`config.mk`:
```
export PLATFORM = sky130hd
export DESIGN_NAME = ifexp_sweeper
export DESIGN_NICKNAME = d
export VERILOG_FILES = /design/src/rtl/ifexp_sweeper.sv
export SDC_FILE = /design/constraint.sdc
export NUM_CORES = 1
export LEC_CHECK = 0
export CAP_MARGIN = 0
export CORE_AREA = 4 4 98 100
export DETAILED_ROUTE_END_ITERATION = 16
export DIE_AREA = 0 0 102 104
export PLACE_DENSITY = 0.85
export SLEW_MARGIN = 20
export SYNTH_ARGS = -nofsm -noshare
export SYNTH_HDL_FRONTEND = slang
export SYNTH_SLANG_ARGS = --single-unit
```
`constraint.sdc`:
```
create_clock -name CLK -period 4.45 [get_ports CLK]
set_clock_uncertainty 0.15 [all_clocks]
set_input_delay 0.89 -clock CLK [delete_from_list [all_inputs] [get_ports CLK]]
set_output_delay 0.89 -clock CLK [all_outputs]
set_load 0.1 [all_outputs]
```
`src/rtl/ifexp_sweeper.sv`:
```
// Built-in self-test sweeper for an (A > B) ? A : B+1 select unit: drives every
// operand pair inside a programmable rectangle, checks XIN and records the first failure.
module ifexp_sweeper #(
  parameter int NBITS     = 8,
  parameter int LATENCY   = 1,
  parameter int ECNT_BITS = 16
) (
  input  logic                 CLK,
  input  logic                 RST_N,
  input  logic                 START,
  input  logic                 ABORT,
  input  logic [NBITS-1:0]     A_LIMIT,
  input  logic [NBITS-1:0]     B_LIMIT,
  input  logic [NBITS-1:0]     XIN,
  output logic [NBITS-1:0]     A_OUT,
  output logic [NBITS-1:0]     B_OUT,
  output logic                 BUSY,
  output logic                 DONE,
  output logic                 PASS,
  output logic [ECNT_BITS-1:0] ERR_COUNT,
  output logic                 FAIL_VALID,
  output logic [NBITS-1:0]     FAIL_A,
  output logic [NBITS-1:0]     FAIL_B,
  output logic [NBITS-1:0]     FAIL_GOT
);

  localparam int LW = (LATENCY > 1) ? $clog2(LATENCY) : 1;
  localparam logic [LW-1:0] WAIT_LAST = LW'(LATENCY - 1);

  typedef enum logic [1:0] {S_IDLE, S_DRIVE, S_CHECK, S_DONE} state_t;

  state_t           state, state_nxt;
  logic [NBITS-1:0] a_lim, b_lim;
  logic [LW-1:0]    wait_cnt;
  logic             start_sweep, do_check, last_pair, mismatch;

  function automatic logic [NBITS-1:0] golden(input logic [NBITS-1:0] a,
                                              input logic [NBITS-1:0] b);
    return (a > b) ? a : (b + 1'b1);
  endfunction

  function automatic logic [ECNT_BITS-1:0] sat_inc(input logic [ECNT_BITS-1:0] v);
    return (&v) ? v : (v + 1'b1);
  endfunction

  // Limits are compared with '<' so an all-ones limit ends the sweep instead of wrapping.
  assign last_pair = !(B_OUT < b_lim) && !(A_OUT < a_lim);
  assign mismatch  = (XIN != golden(A_OUT, B_OUT));

  always_ff @(posedge CLK or negedge RST_N) begin
    if (!RST_N) state <= S_IDLE;
    else        state <= state_nxt;
  end

  always_comb begin
    state_nxt   = state;
    start_sweep = 1'b0;
    do_check    = 1'b0;
    case (state)
      S_IDLE, S_DONE: begin
        if (START) begin
          state_nxt   = S_DRIVE;
          start_sweep = 1'b1;
        end
      end
      S_DRIVE: if (wait_cnt == WAIT_LAST) state_nxt = S_CHECK;
      S_CHECK: begin
        do_check  = 1'b1;
        state_nxt = last_pair ? S_DONE : S_DRIVE;
      end
      default: state_nxt = S_IDLE;
    endcase
    // Abort freezes results and suppresses any check or restart in the same cycle.
    if (ABORT) begin
      state_nxt   = S_IDLE;
      start_sweep = 1'b0;
      do_check    = 1'b0;
    end
  end

  always_ff @(posedge CLK or negedge RST_N) begin
    if (!RST_N) begin
      a_lim      <= '0;
      b_lim      <= '0;
      A_OUT      <= '0;
      B_OUT      <= '0;
      wait_cnt   <= '0;
      ERR_COUNT  <= '0;
      FAIL_VALID <= 1'b0;
      FAIL_A     <= '0;
      FAIL_B     <= '0;
      FAIL_GOT   <= '0;
    end else if (start_sweep) begin
      a_lim      <= A_LIMIT;
      b_lim      <= B_LIMIT;
      A_OUT      <= '0;
      B_OUT      <= '0;
      wait_cnt   <= '0;
      ERR_COUNT  <= '0;
      FAIL_VALID <= 1'b0;
      FAIL_A     <= '0;
      FAIL_B     <= '0;
      FAIL_GOT   <= '0;
    end else if (do_check) begin
      wait_cnt <= '0;
      if (mismatch) begin
        ERR_COUNT <= sat_inc(ERR_COUNT);
        if (!FAIL_VALID) begin
          FAIL_VALID <= 1'b1;
          FAIL_A     <= A_OUT;
          FAIL_B     <= B_OUT;
          FAIL_GOT   <= XIN;
        end
      end
      if (B_OUT < b_lim) begin
        B_OUT <= B_OUT + 1'b1;
      end else if (A_OUT < a_lim) begin
        B_OUT <= '0;
        A_OUT <= A_OUT + 1'b1;
      end
    end else if (state == S_DRIVE && wait_cnt != WAIT_LAST) begin
      wait_cnt <= wait_cnt + 1'b1;
    end
  end

  assign BUSY = (state == S_DRIVE) || (state == S_CHECK);
  assign DONE = (state == S_DONE);
  assign PASS = DONE && (ERR_COUNT == '0);

endmodule

```
==> impl_metrics.py, run 1 <==
metrics = {
    "run_status": {
        "status": "finished clean",
    },
    "logic_synthesis": {
        "synth-compound-area-share_pct": 21.49,
        "syn_inst": 463,
        "yosysSeqAreaShare_pct": 42.53,
        "synth_top_family_by_area": "compound AO/OA/AOI/OAI gates",
        "yosys-mux-area-fraction_pct": 1.371,
        "synth.distinct_cells": 60,
        "synth.most_common_cell": "dfrtp_1",
        "synth_warnings": 0,
        "synthTopCellsByArea": "dfrtp_1, ha_1, a22o_1, o21ai_0, nand2_1",
        "synth_top_area_cell": "dfrtp_1",
        "syn-num-nets": 521,
        "synth_top_area_share_pct": 42.53,
        "synthAdderAreaFrac_pct": 8.394,
        "synth-seq-cells": 76,
        "synth_area_um2": 4472,
        "synth-xor-area-share_pct": 2.350,
        "synthArstFlopShare_pct": 100.0,
        "yosys.area_share.simple_pct": 18.21,
        "avgSynthCellArea_um2": 9.658,
        "synth_top_flop_cell": "dfrtp_1",
        "synth_edf_count": 0,
        "synthTopCellsByCount": "dfrtp_1, nand2_1, o21ai_0",
    },
    "grt": {
        "grt_pass1_vias": 4225,
        "grt_start_max_net_pins": 77,
        "track_usage_pct": 23.72,
        "grt_antenna_before_repair": 0,
        "grt_pass1_wl_um": 20330,
        "overflow": 0,
    },
    "die": {
        "initial_utilization_pct": 51.53,
        "die_area_um2": 10610,
        "rows": 34,
        "die_w_um": 102,
        "ioPinCount": 88,
        "core_um2": 8678,
        "dieHeight_um": 104,
    },
    "placement": {
        "dp_hpwl_um": 8674,
        "post-place-ws_ns": 0.4759,
        "routabilityCongestion": 0.8949,
        "dpl-instance-area_um2": 5441,
        "port_buffers": 87,
    },
    "critical_path": {
        "path_depth": 11,
        "crit_arrival_ns": 4.10,
        "endpoint_kind": "register",
        "worstPathRequired_ns": 4.53,
        "r2r_cells": 11,
        "critPathBufInv": 2,
        "crit_fanout": 23,
        "critPathSlowestCell": "dfrtp_1",
        "critical_path.cell_chain": "inv_1 > ha_1 > nand4_2 > o21a_1 > a221oi_1 > xnor2_1 > or4b_4 > nor4_4 > buf_4 > or2_2 > o31ai_1",
        "max_stage_delay_ns": 0.63,
        "cp-start-kind": "register",
        "crit_family": "simple AND/OR/NAND/NOR gates",
        "criticalPathCategory": "reg -> reg",
    },
    "clock_tree": {
        "root_buffer": "clkbuf_8",
        "cts_resized": 0,
        "numCtsBuffers": 9,
        "path_clk_slew_ns": 0.08,
        "tritoncts": "built",
        "cts_hold_buf": 0,
        "htreeDepth": 3,
        "cts_sinks": 76,
        "clock_latency_ns": 0.35,
        "cts_buffer_depth": 2,
        "post_cts_buffers": 0,
    },
    "drt": {
        "drtIter0Drc": 224,
        "viasPerCell": 6.155,
        "top_layer": "met4",
        "wl_met2_um": 5930,
        "drt-pass1-iter-count": 4,
        "wire_per_inst_um": 18.26,
        "wl_met1_um": 4902,
        "num_vias": 4081,
        "postRouteAntennaNets": 0,
        "routed_wirelength_um": 12110,
        "met3_length_um": 1006,
        "drc": 0,
    },
    "sta": {
        "clock.fmax_mhz": 248.8,
        "slew_viol_final": 0,
        "fin_crit_ns": 4.019,
        "finalHoldViolCount": 0,
        "worst_slew_pin_slew_ns": 1.013,
        "layout_setup_ws_ns": 0.4311,
        "fin_crit_sh_pct": 90.31,
        "slew_headroom_pct": 32.24,
        "rsz0062_at_grt": "no",
        "setup_violations": 0,
        "setup_tns_ns": 0,
    },
    "finish": {
        "drive_above_1_share_pct": 7.748,
        "diodes": 0,
        "finalInstanceArea_um2": 5663,
        "fillCellCount": 686,
        "num-nets-final": 608,
        "area_growth_pct": 26.64,
    },
    "flow_run": {
        "drv_cap": 0,
    },
    "power": {
        "irDropWorstVdd_mv": 0.2216,
        "p_leak_nw": 2.565,
        "p_seq_share_pct": 41.4,
        "swShare_pct": 34.07,
        "pwr-share-comb_pct": 28.5,
        "powerDensity_nw_per_um2": 335.8,
        "power_switching_mw": 0.6480,
        "pwr-share-clk_pct": 30.1,
        "power.internal_mw": 1.254,
    },
    "min_path": {
        "hold_class": "reg -> reg",
        "holdPathStages": 1,
    },
}
-- registers in the layout (all words and copies together) (netlist names) --
signal / flops
A_OUT: 8
B_OUT: 8
FAIL_GOT: 8
FAIL_B: 8
a_lim: 8
wait_cnt: 1
ERR_COUNT: 16
FAIL_A: 8
b_lim: 8
state: 2
FAIL_VALID: 1
-- area by class of cell --
class                      count  area, um^2  area share (%)
multi-input combinational    333        2332           41.18
clock buffer                  13       178.9           3.160
tap                          108       135.1           2.386
inverter                      31       116.4           2.055
sequential                    76        1902           33.58
clock inverter                 3       42.54          0.7512
timing repair buffer          99       955.9           16.88
-- path summary, 6_finish.rpt --
| kind | startpoint | slack [ns] | to |
|---|---|---|---|
| min in group asynchronous | RST_N | 0.52 | a_lim[2] |
| min reg2reg | FAIL_B[3] | 0.35 | FAIL_B[3] |
| max | B_OUT[3] | 0.43 | ERR_COUNT[11] |
| max in group asynchronous | RST_N | 3.01 | ERR_COUNT[3] |
| max reg2reg | B_OUT[3] | 0.43 | ERR_COUNT[11] |
| min | FAIL_B[3] | 0.35 | FAIL_B[3] |
-- metrics by stage --
step	instances	utilization (%)	power [mW]	hold WS, ns
2_1_floorplan	463	-	1.185	0.2967
3_3_place_gp	647	62.70	1.315	0.3143
3_5_place_dp	647	62.70	1.337	0.3202
4_1_cts	663	65.25	1.905	0.3543
5_1_grt	663	65.25	1.995	0.3611
6_report	663	65.25	1.902	0.3499
-- worst register-to-register path, cell delays in order (launching register included) --
cell      delay (ns)
dfrtp_1         0.63
inv_1           0.09
ha_1            0.34
nand4_2         0.22
o21a_1          0.33
a221oi_1        0.37
xnor2_1         0.11
or4b_4          0.56
nor4_4          0.44
buf_4           0.32
or2_2           0.24
o31ai_1         0.10
-- logic make-up after synthesis --
family | Yosys count
AND/OR/NAND/NOR | 149
XOR/XNOR | 12
AO/OA/AOI/OAI | 136
multiplexers | 6
buffers and inverters | 54
flip-flops | 76
adder cells (fa/ha/maj) | 30
-- power by group through the flow --
stage	clock, mW	sequential, mW	combinational [mW]
6_report	0.572	0.787	0.542
5_1_grt	0.606	0.795	0.594
4_1_cts	0.576	0.788	0.542
3_5_place_dp	0	0.801	0.536
3_3_place_gp	0	0.798	0.518
2_1_floorplan	0	0.897	0.287
-- placed cells by master (no fill, tap or decap), types with 5 or more instances in the layout --
cell	Yosys	routed
nor2_1	25	25
a21o_1	11	11
clkbuf_8	0	13
nand4_1	7	7
o21a_1	5	5
buf_4	2	14
nor3_1	5	5
a21oi_1	14	14
nand2b_1	9	9
clkdlybuf4s50_1	0	85
inv_1	31	31
a31oi_1	6	6
nand2_1	44	44
xnor2_1	6	6
ha_1	30	30
and4_1	5	5
o21ai_0	35	35
mux2i_1	5	5
nor2b_1	7	7
dfrtp_1	76	76
a22o_1	24	24
nand3_1	13	13
a2bb2oi_1	5	5
xor2_1	6	6
o31ai_1	8	8
and3_1	6	6
-- layer usage --
metal  GRT usage, %  vias up
met5              0        -
met1          29.97     2005
met3          5.500       25
met2          39.42      194
li1               -     1857
met4          8.154        0
Note: power is estimated with default switching activity, not from simulation.
==> run 2, diff against run 1 <==
Settings changed: HOLD_SLACK_MARGIN set to 0.08, SLEW_MARGIN 20 to not set.
==> results of run 2 <==
No change in the layout: final DEF, timing and power equal those of run 1.
